<file path="src/rtl/mem_read_pkg.sv">
// Shared types and helpers for the data-memory load port.
// Size encodings, response FIFO depth, side-pipeline record, lane formatting.
package mem_read_pkg;

    localparam logic [1:0] SIZE_BYTE = 2'b00;
    localparam logic [1:0] SIZE_HALF = 2'b01;
    localparam logic [1:0] SIZE_WORD = 2'b10;

    localparam int RSP_DEPTH = 2;

    // Travels alongside the RAM read for one cycle.
    typedef struct packed {
        logic       valid;
        logic [1:0] lane;
        logic [1:0] size;
        logic       sgn;
        logic       err;
    } side_t;

    function automatic logic align_err(
        input logic [1:0] lane,
        input logic [1:0] size
    );
        logic e;
        e = 1'b0;
        unique case (size)
            SIZE_BYTE: e = 1'b0;
            SIZE_HALF: e = lane[0];
            SIZE_WORD: e = (lane != 2'd0);
            default:   e = 1'b1;
        endcase
        return e;
    endfunction

    // Picks the addressed lane and extends it to a full word.
    function automatic logic [31:0] load_fmt(
        input logic [31:0] w,
        input logic [1:0]  lane,
        input logic [1:0]  size,
        input logic        sgn
    );
        logic [7:0]  b;
        logic [15:0] h;
        logic [31:0] r;
        b = w[7:0];
        unique case (lane)
            2'd0: b = w[7:0];
            2'd1: b = w[15:8];
            2'd2: b = w[23:16];
            2'd3: b = w[31:24];
        endcase
        h = lane[1] ? w[31:16] : w[15:0];
        r = w;
        if (size == SIZE_BYTE) begin
            r = {{24{sgn & b[7]}}, b};
        end else if (size == SIZE_HALF) begin
            r = {{16{sgn & h[15]}}, h};
        end
        return r;
    endfunction

endpackage

</file>
<file path="src/rtl/mem_read_port_fifo.sv">
// Two-entry response buffer holding {err, data}; head is zero when empty.
// Ports: clk, rst, clr, push/push_data, pop, occ, valid, head.
module resp_fifo
    import mem_read_pkg::*;
#(
    parameter int W = 33
) (
    input  logic         clk,
    input  logic         rst,
    input  logic         clr,
    input  logic         push,
    input  logic [W-1:0] push_data,
    input  logic         pop,
    output logic [1:0]   occ,
    output logic         valid,
    output logic [W-1:0] head
);

    logic [W-1:0] mem_q [RSP_DEPTH];
    logic         wr_q, wr_d;
    logic         rd_q, rd_d;
    logic [1:0]   occ_q, occ_d;

    always_comb begin
        wr_d  = wr_q;
        rd_d  = rd_q;
        occ_d = occ_q;
        if (clr) begin
            wr_d  = 1'b0;
            rd_d  = 1'b0;
            occ_d = 2'd0;
        end else begin
            if (push) wr_d = wr_q + 1'b1;
            if (pop)  rd_d = rd_q + 1'b1;
            unique case ({push, pop})
                2'b10:   occ_d = occ_q + 2'd1;
                2'b01:   occ_d = occ_q - 2'd1;
                default: occ_d = occ_q;
            endcase
        end
    end

    always_ff @(posedge clk) begin
        if (rst) begin
            wr_q  <= 1'b0;
            rd_q  <= 1'b0;
            occ_q <= 2'd0;
            for (int i = 0; i < RSP_DEPTH; i++) begin
                mem_q[i] <= '0;
            end
        end else begin
            wr_q  <= wr_d;
            rd_q  <= rd_d;
            occ_q <= occ_d;
            if (push && !clr) begin
                mem_q[wr_q] <= push_data;
            end
        end
    end

    assign occ   = occ_q;
    assign valid = (occ_q != 2'd0);
    assign head  = valid ? mem_q[rd_q] : '0;

endmodule

</file>
<file path="src/rtl/mem_read_port.sv">
// Load-side data-memory read port: request handshake, 1-cycle RAM, 2-entry response buffer.
// Ports: clk, rst, flush, req_* (valid/ready/addr[/size/signed]), mem_en/addr/rdata, rsp_* (valid/ready/data/err).
// MEM_READ_SUBWORD_EN adds req_size/req_signed and byte/half loads; otherwise every access is a word load.
module mem_read_port
    import mem_read_pkg::*;
#(
    parameter int ADDR_W = 32,
    parameter int DATA_W = 32
) (
    input  logic              clk,
    input  logic              rst,
    input  logic              flush,
    input  logic              req_valid,
    output logic              req_ready,
    input  logic [ADDR_W-1:0] req_addr,
`ifdef MEM_READ_SUBWORD_EN
    input  logic [1:0]        req_size,
    input  logic              req_signed,
`endif
    output logic              mem_en,
    output logic [ADDR_W-3:0] mem_addr,
    input  logic [DATA_W-1:0] mem_rdata,
    output logic              rsp_valid,
    input  logic              rsp_ready,
    output logic [DATA_W-1:0] rsp_data,
    output logic              rsp_err
);

    logic [1:0]  size_w;
    logic        sgn_w;
    side_t       side_q, side_d;
    logic [1:0]  occ;
    logic [2:0]  used;
    logic        accept;
    logic        pop;
    logic        push;
    logic [DATA_W:0] push_data;
    logic [DATA_W:0] head;

`ifdef MEM_READ_SUBWORD_EN
    assign size_w = req_size;
    assign sgn_w  = req_signed;
`else
    assign size_w = SIZE_WORD;
    assign sgn_w  = 1'b0;
`endif

    // Credits: buffered plus in-flight never exceeds the buffer depth;
    // a pop in the same cycle frees one slot for the new request.
    assign used      = {1'b0, occ} + {2'b00, side_q.valid};
    assign pop       = rsp_valid && rsp_ready;
    assign req_ready = !rst && !flush &&
                       ((used < 3'(RSP_DEPTH)) || pop);
    assign accept    = req_valid && req_ready;
    assign mem_en    = accept;
    assign mem_addr  = req_addr[ADDR_W-1:2];

    always_comb begin
        side_d       = '0;
        side_d.valid = accept;
        side_d.lane  = req_addr[1:0];
        side_d.size  = size_w;
        side_d.sgn   = sgn_w;
        side_d.err   = align_err(req_addr[1:0], size_w);
    end

    always_ff @(posedge clk) begin
        if (rst || flush) begin
            side_q <= '0;
        end else begin
            side_q <= side_d;
        end
    end

    // Misaligned loads still read the RAM but push zero data.
    assign push      = side_q.valid && !flush;
    assign push_data = side_q.err ? {1'b1, {DATA_W{1'b0}}} :
                       {1'b0, load_fmt(mem_rdata, side_q.lane,
                                       side_q.size, side_q.sgn)};

    resp_fifo #(.W(DATA_W + 1)) u_fifo (
        .clk       (clk),
        .rst       (rst),
        .clr       (flush),
        .push      (push),
        .push_data (push_data),
        .pop       (pop),
        .occ       (occ),
        .valid     (rsp_valid),
        .head      (head)
    );

    assign rsp_err  = head[DATA_W];
    assign rsp_data = head[DATA_W-1:0];

endmodule

</file>
<file path="config.mk">
export PLATFORM = sky130hd
export DESIGN_NAME = mem_read_port
export DESIGN_NICKNAME = d
export VERILOG_FILES = /design/src/rtl/mem_read_pkg.sv /design/src/rtl/mem_read_port_fifo.sv /design/src/rtl/mem_read_port.sv
export SDC_FILE = /design/constraint.sdc
export NUM_CORES = 1
export LEC_CHECK = 0
export BUFFER_PORTS_ARGS = -buffer_cell sky130_fd_sc_hd__buf_2
export CORE_MARGIN = 1
export CORE_UTILIZATION = 47
export DETAILED_ROUTE_END_ITERATION = 8
export PLACE_DENSITY = 0.75
export SLEW_MARGIN = 10
export SYNTH_ARGS = -nofsm -noshare
export SYNTH_HDL_FRONTEND = slang
export SYNTH_SLANG_ARGS = --single-unit
</file>
<file path="constraint.sdc">
create_clock -name clk -period 3.25 [get_ports clk]
set_clock_uncertainty 0.05 [all_clocks]
set_input_delay 0.4875 -clock clk [delete_from_list [all_inputs] [get_ports clk]]
set_output_delay 0.4875 -clock clk [all_outputs]
set_load 0.005 [all_outputs]
</file>
==> metrics <==
CTS clk-pin slew, worst paths 0.07 ns; CP Data Required Time 2.71 ns; headroom to the max-slew limit 42.6%; Worst VDD drop 271 uV; fin crit period 2.38 ns; flop2flop setup slack 1.16 ns; Worst Min Path Start req_valid; RSZ-0062 raised after global routing false; Max Fclk 420 MHz; crit path max fanout 21; first drt pass iteration count 4; Seq/Total Area, Yosys 54.8%; Tcrit/Tclk final 73.3%; Yosys warnings 0; cells along the critical path buf_4 -> mux2i_1 -> nor2_1 -> buf_2; area of the multi-input gates 1450 um2; Mapped Nets 404; vias after detailed routing 2534; Post-CTS Resized 0; reg2reg start side_q[6]; max cap viols 0; reg-to-reg endpoint u_fifo.mem_q[1][22]; Yosys top cell area share 49.8%; antenna viol nets, final 0; # rows 33; antenna diode count 0; Max stage delay on crit path 0.56 ns; Die Width 94.1 um; area share of and/or/nand/nor cells after synthesis 18.3%; DRC 0; R2R depth 3; CP Class flip-flop to primary output; CP endpoint kind primary output; drt first-iter violations 118; Top Ports 135; Synth area leader edfxtp_1; Clock Path Buffers 2; # clock sinks 76; number of port buffers 74; share of cells above drive strength 1 26.6%; area grow syn2layout 9.74%; count of final setup violators 0; vias in the first global route 2448; core area 8220 um2; adder-cell share of the synthesized area 0.314%; status completed; Fillers 721; WP data arrival 1.85 ns; end of the worst hold path side_q[6]; multiplexer area fraction after synthesis 10.6%; worst skew pair latency 0.34 ns; Avg Synthesized Cell Area 11.9 um2; Yosys reg bits 76; Cell Pwr Density 438 nW/um2; first-pass GRT wire length 12400 um; routed len/inst 16.6 um; initial antenna violation count 0; Synth Instances 334; Post-DP HPWL 5620 um; Setup crit start kind flip-flop; final hold violations 0; routed vias/inst 5.22; CTS root buf clkbuf_8; Synth Cell Area 3980 um2; CP max-delay cell dfxtp_2; pin count of the biggest net entering global routing 35; Final Max Slew Viols 0; die height 94.1 um; Compound-Gate Fraction of Synth Area 6.09%; Cell variety after synth 33; placed cell area 4190 um2; register area 2180 um2; Leak 0.00171 uW; Post-Synth XOR/XNOR Area 0.880%; die area 8850 um2; post-cts hold buffer count 0; RePlAce Congestion 0.787; postcts setup bufs 0; Worst Tran Pin Value 0.859 ns; total grt overflow 0; final instance area 4370 um2; main area contributors after synthesis edfxtp_1, mux2i_1, and2_1, buf_4, dfxtp_1; CTS tree built; fin nets 445; Overall Global Routing Usage 19.1%; H-Tree Level Count 3; Hold Path Class input port to flip-flop; cts bufs inserted 9; setup TNS 0 ns; hold path cells 2; Total Wirelength 8060 um; Initial Utilization 48.5%; main combinational cell family by area after synthesis simple AND/OR/NAND/NOR gates
[logic make-up after synthesis]
kind of cell	Yosys count
AND/OR/NAND/NOR	119
XOR/XNOR	4
multiplexers	41
adder cells (fa/ha/maj)	1
AO/OA/AOI/OAI	39
flip-flops	76
buffers and inverters	54
[power breakdown]
group	total, uW	leakage (uW)	internal [uW]	switching, uW
Combinational	131	0.000850	55.9	74.7
Sequential	1110	0.000768	1090	20.1
Clock	670	0.0000890	353	317
[cells in the mapped netlist (all sizes together)]
| cell type | number |
|---|---|
| or3 | 1 |
| edfxtp | 66 |
| a21o | 8 |
| nor4 | 1 |
| buf | 44 |
| nand4bb | 1 |
| nand4 | 2 |
| xnor2 | 2 |
| dfxtp | 10 |
| or2 | 1 |
| xor2 | 2 |
| mux2 | 8 |
| nor4b | 1 |
| nor2b | 1 |
| inv | 5 |
| o21bai | 2 |
| a22oi | 8 |
| nor2 | 40 |
| a21oi | 18 |
| nand3b | 8 |
| o21ai | 2 |
| ha | 1 |
| clkbuf | 5 |
| nor3 | 2 |
| mux2i | 33 |
| and2 | 52 |
| nand2b | 9 |
| o21a | 1 |
[routing by layer]
metal  GRT usage (%)  up-vias  share of wire [%]
met4            7.56        0                1.4
met3            4.77       19                5.2
met5               0        -                  0
met1            24.7     1223                 44
met2            30.7       75                 49
li1                -     1217                  -
[critical path, delay by kind of cell (launching register included)]
kind                   cells  cell delay [ns]
and+or+nand+nor            1             0.06
buffers and inverters      2             0.57
muxes                      1             0.30
DFF                        1             0.56
[through the flow]
step	total power [uW]	utilization (%)	setup slack, ns	instances	hold WS [ns]
finish	1910	53.2	0.867	485	0.305
detailed placement	1260	51.0	1.07	469	0.459
global route	1980	53.2	0.674	485	0.294
global placement	1260	51.0	1.14	469	0.437
floorplan	1230	-	0.410	334	0.422
CTS	1930	53.2	0.824	485	0.295
[final cells by class]
cell class | count | share of cell area, %
Sequential cell | 76 | 50.0
Multi-Input combinational cell | 204 | 33.2
Timing Repair Buffer | 79 | 9.33
Clock buffer | 13 | 3.18
Tap cell | 105 | 3.01
Clock inverter | 3 | 0.887
Inverter | 5 | 0.487
[flip-flops by register name, indices dropped and copies added (netlist names), named ones only]
signal	cells
u_fifo.mem_q	66
side_q	5
u_fifo.occ	2
u_fifo.rd_q	1
u_fifo.wr_q	1
[cells in the final DEF, fill, tap and decap left out, types with 2 or more instances in the layout]
master | netlist | layout
clkbuf_8 | 0 | 9
xor2_1 | 2 | 2
xnor2_1 | 2 | 2
mux2_1 | 8 | 8
a21oi_1 | 18 | 18
buf_2 | 8 | 74
o21ai_0 | 2 | 2
nand3b_1 | 8 | 8
a21o_1 | 8 | 8
nor2_1 | 40 | 39
edfxtp_1 | 66 | 66
buf_4 | 31 | 5
nand2b_1 | 9 | 9
inv_1 | 3 | 3
o21bai_2 | 0 | 2
dfxtp_1 | 10 | 9
nand4_4 | 2 | 2
a22oi_1 | 8 | 8
mux2i_1 | 33 | 33
clkbuf_1 | 5 | 4
nor3_4 | 2 | 2
and2_1 | 52 | 52
[worst max-delay path by stage]
stage / startpoint / end / depth (start not counted)
2_1_floorplan: flush / u_fifo.mem_q[0][0] / 3
3_5_place_dp: flush / u_fifo.mem_q[1][25] / 4
3_3_place_gp: flush / u_fifo.mem_q[1][30] / 4
4_1_cts: flip-flop / rsp_data[31] / 4
6_report: flip-flop / rsp_data[3] / 4
5_1_grt: flip-flop / rsp_data[3] / 4
(Power assumes the default switching activity.)
